===== config.mk =====
export PLATFORM = sky130hd
export DESIGN_NAME = mem_access
export DESIGN_NICKNAME = d
export VERILOG_FILES = /design/src/rtl/mem_access.sv
export SDC_FILE = /design/constraint.sdc
export NUM_CORES = 1
export LEC_CHECK = 0
export ABC_AREA = 1
export ABC_CLOCK_PERIOD_IN_PS = 1400
export CAP_MARGIN = 20
export CORE_ASPECT_RATIO = 0.75
export CORE_UTILIZATION = 26
export DETAILED_ROUTE_END_ITERATION = 10
export SLEW_MARGIN = 0
export SYNTH_ARGS = -nofsm -noshare
export SYNTH_HDL_FRONTEND = slang
export SYNTH_SLANG_ARGS = --single-unit

===== constraint.sdc =====
create_clock -name clk -period 1.4 [get_ports clk]
set_input_delay 0.21 -clock clk [delete_from_list [all_inputs] [get_ports clk]]
set_output_delay 0.21 -clock clk [all_outputs]
set_load 0.02 [all_outputs]

===== src/rtl/mem_access.sv =====
// Single-outstanding load/store engine between the CPU control FSM and the data bus.
// state | meaning
// IDLE  | waiting for start; request fields latched on start
// REQ   | dreq_valid high, holding request until dresp_addr_ok
// WAIT  | address accepted, waiting for dresp_data_ok
// DONE  | one-cycle done pulse, then back to IDLE
module mem_access #(
  parameter bit REPLICATE_WDATA = 1'b1
) (
  input  logic        clk,
  input  logic        resetn,
  input  logic        start,
  input  logic        is_store,
  input  logic [31:0] addr,
  input  logic [1:0]  size,
  input  logic        sign_ext,
  input  logic [31:0] wdata,
  output logic        busy,
  output logic        done,
  output logic [31:0] rdata,
  output logic        dreq_valid,
  output logic [31:0] dreq_addr,
  output logic [1:0]  dreq_size,
  output logic [3:0]  dreq_strobe,
  output logic [31:0] dreq_data,
  input  logic        dresp_addr_ok,
  input  logic        dresp_data_ok,
  input  logic [31:0] dresp_data
);

  typedef enum logic [1:0] {
    ST_IDLE = 2'd0,
    ST_REQ  = 2'd1,
    ST_WAIT = 2'd2,
    ST_DONE = 2'd3
  } state_t;

  state_t      state_q, state_d;
  logic        is_store_q, is_store_d;
  logic [31:0] addr_q, addr_d;
  logic [1:0]  size_q, size_d;
  logic        sign_ext_q, sign_ext_d;
  logic [31:0] wdata_q, wdata_d;
  logic [31:0] rdata_q, rdata_d;

  logic [4:0]  lane_shift;
  logic [31:0] load_shifted;
  logic [31:0] load_ext;
  logic [3:0]  strobe_raw;
  logic        capture;

  assign lane_shift = {addr_q[1:0], 3'b000};

  // Load lane extraction and extension, driven only into rdata_q.
  always_comb begin
    load_shifted = dresp_data >> lane_shift;
    case (size_q)
      2'd0:    load_ext = {{24{sign_ext_q & load_shifted[7]}},  load_shifted[7:0]};
      2'd1:    load_ext = {{16{sign_ext_q & load_shifted[15]}}, load_shifted[15:0]};
      default: load_ext = load_shifted;
    endcase
  end

  always_comb begin
    state_d    = state_q;
    is_store_d = is_store_q;
    addr_d     = addr_q;
    size_d     = size_q;
    sign_ext_d = sign_ext_q;
    wdata_d    = wdata_q;
    capture    = 1'b0;
    case (state_q)
      ST_IDLE: begin
        if (start) begin
          is_store_d = is_store;
          addr_d     = addr;
          size_d     = size;
          sign_ext_d = sign_ext;
          wdata_d    = wdata;
          state_d    = ST_REQ;
        end
      end
      ST_REQ: begin
        if (dresp_addr_ok) begin
          if (dresp_data_ok) begin
            capture = 1'b1;
            state_d = ST_DONE;
          end else begin
            state_d = ST_WAIT;
          end
        end
      end
      ST_WAIT: begin
        if (dresp_data_ok) begin
          capture = 1'b1;
          state_d = ST_DONE;
        end
      end
      default: state_d = ST_IDLE;
    endcase
    rdata_d = (capture && !is_store_q) ? load_ext : rdata_q;
  end

  always_ff @(posedge clk) begin
    if (!resetn) begin
      state_q    <= ST_IDLE;
      is_store_q <= 1'b0;
      addr_q     <= '0;
      size_q     <= '0;
      sign_ext_q <= 1'b0;
      wdata_q    <= '0;
      rdata_q    <= '0;
    end else begin
      state_q    <= state_d;
      is_store_q <= is_store_d;
      addr_q     <= addr_d;
      size_q     <= size_d;
      sign_ext_q <= sign_ext_d;
      wdata_q    <= wdata_d;
      rdata_q    <= rdata_d;
    end
  end

  // Request fields decode only from latched registers, never from dresp_*.
  always_comb begin
    case (size_q)
      2'd0:    strobe_raw = 4'b0001 << addr_q[1:0];
      2'd1:    strobe_raw = 4'b0011 << addr_q[1:0];
      default: strobe_raw = 4'b1111;
    endcase
    dreq_strobe = is_store_q ? strobe_raw : 4'b0000;
    if (REPLICATE_WDATA) begin
      case (size_q)
        2'd0:    dreq_data = {4{wdata_q[7:0]}};
        2'd1:    dreq_data = {2{wdata_q[15:0]}};
        default: dreq_data = wdata_q;
      endcase
    end else begin
      dreq_data = wdata_q << lane_shift;
    end
  end

  assign busy       = (state_q != ST_IDLE);
  assign done       = (state_q == ST_DONE);
  assign dreq_valid = (state_q == ST_REQ);
  assign dreq_addr  = addr_q;
  assign dreq_size  = size_q;
  assign rdata      = rdata_q;

endmodule


==> results of run 1 <==
==> metal layers <==
metal / routed length [um] / part of all wire [%] / vias to the layer above / GRT usage, %
met5: 0 / 0 / - / 0
li1: - / - / 2880 / -
met3: 1450 / 7.7 / 20 / 4.66
met4: 287 / 1.5 / 0 / 4.95
met1: 9190 / 49 / 2584 / 27.2
met2: 7850 / 42 / 194 / 26.0
==> report_power, final <==
group          switching [mW]  internal (mW)  total, mW
registers               0.633           3.64       4.27
clock network            1.22           1.24       2.46
logic                    4.58           3.68       8.26
total                    6.44           8.55       15.0
==> cells in the mapped netlist <==
| cell | number | area, um^2 |
|---|---|---|
| nand2_4 | 1 | 11.3 |
| nand3_1 | 49 | 245 |
| a21oi_1 | 20 | 100 |
| buf_4 | 14 | 105 |
| nand2_2 | 1 | 6.26 |
| o21ai_0 | 81 | 405 |
| ha_1 | 4 | 50.1 |
| a31oi_1 | 1 | 6.26 |
| nor2_1 | 218 | 818 |
| inv_2 | 3 | 11.3 |
| dfxtp_1 | 102 | 2040 |
| clkbuf_1 | 21 | 78.8 |
| inv_1 | 53 | 199 |
| nand3_2 | 4 | 40.0 |
| nor3_1 | 7 | 35.0 |
| clkbuf_2 | 1 | 5.00 |
| buf_2 | 15 | 75.1 |
| buf_6 | 6 | 67.6 |
| nand2_1 | 167 | 627 |
| clkinv_1 | 2 | 7.51 |
| o21ai_1 | 2 | 10.0 |
| nor2_2 | 2 | 12.5 |
| nand3_4 | 2 | 35.0 |
| inv_4 | 1 | 6.26 |
==> logic make-up (layout without fill, tap and decap cells) <==
| family | Yosys count | in the layout | share of synthesized area [%] |
|---|---|---|---|
| buf+inv | 116 | 348 | 11.1 |
| fa+ha+maj | 4 | 4 | 1.00 |
| flops | 102 | 102 | 40.8 |
| compound gates | 104 | 104 | 10.4 |
| simple gates | 451 | 451 | 36.6 |
==> final cells by class <==
type,count,area [um^2],share of cell area (%)
Multi-Input combinational cell,559,3060,34.7
Timing Repair Buffer,274,2850,32.3
Sequential cell,102,2060,23.4
Tap cell,247,309,3.51
Inverter,59,262,2.97
Clock buffer,9,225,2.55
Clock inverter,6,56.3,0.639
==> metrics by stage <==
stage / TNS [ns] / cell area (um^2)
after floorplan: -0.873 / 5070
after global placement: -10.52 / 7560
final: -9.04 / 8820
after detailed placement: -11.83 / 7560
after global routing: -13.84 / 8820
after CTS: -7.47 / 8250
==> state kept, by name (all words and copies together), names as in the netlist <==
name and cells:
dreq_size 2, state_q 2, sign_ext_q 1, rdata 32, is_store_q 1, wdata_q 32
dreq_addr 32
==> what timing repair did <==
item,in CTS,in global routing
gates resized for setup,359,154
setup endpoints to repair,137,71
pin swaps,13,26
cloned,4,2
setup buffers,11,5
==> critical path, stage by stage, from the launching register on <==
cell	delay, ns
dfxtp_4	0.38
inv_8	0.05
nand2_4	0.08
inv_6	0.05
buf_12	0.14
buf_6	0.12
nand2_2	0.05
nand3_2	0.06
buf_6	0.13
==> how the worst max path moves through the flow <==
stage	start	cells past startpoint	endpoint	slack (ns)
global route	dreq_size[1]$_SDFFE_PN0P_	8	dreq_data[31]	-0.29
finish	dreq_size[1]$_SDFFE_PN0P_	8	dreq_data[29]	-0.23
detailed placement	dreq_size[1]$_SDFFE_PN0P_	6	dreq_strobe[3]	-0.27
floorplan	state_q[1]$_SDFFE_PN0P_	10	rdata[10]$_SDFFE_PN0P_	-0.04
CTS	state_q[1]$_SDFFE_PN0P_	10	rdata[19]$_SDFFE_PN0P_	-0.19
global placement	dreq_size[1]$_SDFFE_PN0P_	4	dreq_data[29]	-0.25
==> results.json, run 1 <==
{
  "avgRoutedWirePerCell_um": 14.9,
  "period_needed_ns": 1.63,
  "synth_warnings": 0,
  "final-setup-viol-count": 62,
  "die_area_mm2": 0.0198,
  "rr_worst_depth": 12,
  "min_path_type": "in2reg",
  "ant_nets": 0,
  "synthToLayoutAreaGrowth_pct": 76.4,
  "synth_area_per_cell_um2": 6.43,
  "holdPathStages": 3,
  "whs_endpoint": "rdata[2]$_SDFFE_PN0P_",
  "stdcell_count": 1256,
  "dp_worst_setup_slack_ns": -0.271,
  "p_per_area_mw_per_mm2": 1700,
  "first_pass_iters": 5,
  "r2r-start": "state_q[0]$_SDFFE_PN0P_",
  "outcome": "finished, violations left",
  "hold_viol": 0,
  "grt_pass1_wl_um": 28100,
  "syn-num-nets": 886,
  "track_usage_pct": 18.4,
  "die_w_um": 162,
  "path_class": "reg2out",
  "via_per_inst": 4.52,
  "r2r-end": "rdata[23]$_SDFFE_PN0P_",
  "peakVddDrop_mv": 0.787,
  "final_common_cell": "nor2_1",
  "wirelength_um": 18800,
  "fin_crit_sh_pct": 117,
  "final_util_pct": 47.2,
  "grt_pass1_vias": 5007,
  "overflow": 0,
  "cp-start-kind": "flip-flop",
  "leakage_nw": 4.34,
  "crit_path_end_kind": "output pin",
  "arrival_ns": 1.42,
  "maxSlewHeadroom_pct": 79.2,
  "cts_buffers": 9,
  "dr_total_vias": 5678,
  "clk_pin_slew_ns": 0.07,
  "grt_max_degree": 52,
  "cts_hold_buf": 0,
  "coreArea_mm2": 0.0187,
  "netlist-cell-type-count": 24,
  "dp.cells": 1221,
  "ys_seq_area_share_pct": 40.8,
  "ios": 210,
  "power_mw": 15.0,
  "worst_slew_pin_slew_ns": 0.312,
  "fin_ws_ns": -0.232,
  "io_buffers": 209,
  "slew_viol_final": 0,
  "dp_hpwl_um": 13200,
  "drive_above_1_share_pct": 27.1,
  "cts_buffer_depth": 2,
  "violations": "negative setup slack",
  "hold_start": "resetn",
  "clk_latency_ns": 0.35,
  "rrSetupSlack_ns": -0.17,
  "required_ns": 1.19,
  "cts_sinks": 102,
  "routabilityCongestion": 0.920,
  "final.fill_count": 1817,
  "fin_worst_skew_ns": 0.00973,
  "layout_common_cells": "nor2_1 (195), nand2_1 (108), clkdlybuf4s50_1 (103), dfxtp_1 (94), o21ai_0 (66)",
  "fp.dieH_um": 122,
  "tritoncts": "done",
  "row_count": 43,
  "drc": 0,
  "ctsHtreeMaxLevel": 3,
  "ys_seq_elements": 102,
  "holdWs_ns": 0.239,
  "root_buffer": "clkbuf_16",
  "start_util_pct": 26.8,
  "critPathMaxFanout": 7,
  "drv_cap": 0,
  "timing.fmax_mhz": 613,
  "antenna_cells": 0,
  "syn_area_mm2": 0.00500,
  "nets": 1114,
  "rsz0062_at_grt": "true",
  "antenna_found_initial": 0,
  "synthCells": 777,
  "detail_route.iter0.violations": 449
}
(Power assumes the default switching activity.)
==> inputs of run 2 (changes only) <==
CAP_MARGIN = 25   (was 20)
==> results of run 2 <==
No change in the layout: final DEF, timing and power equal those of run 1.
==> inputs of run 3 (changes only) <==
CAP_MARGIN = 20   (was 25)
==> results of run 3 <==
No change in the layout: final DEF, timing and power equal those of run 1.
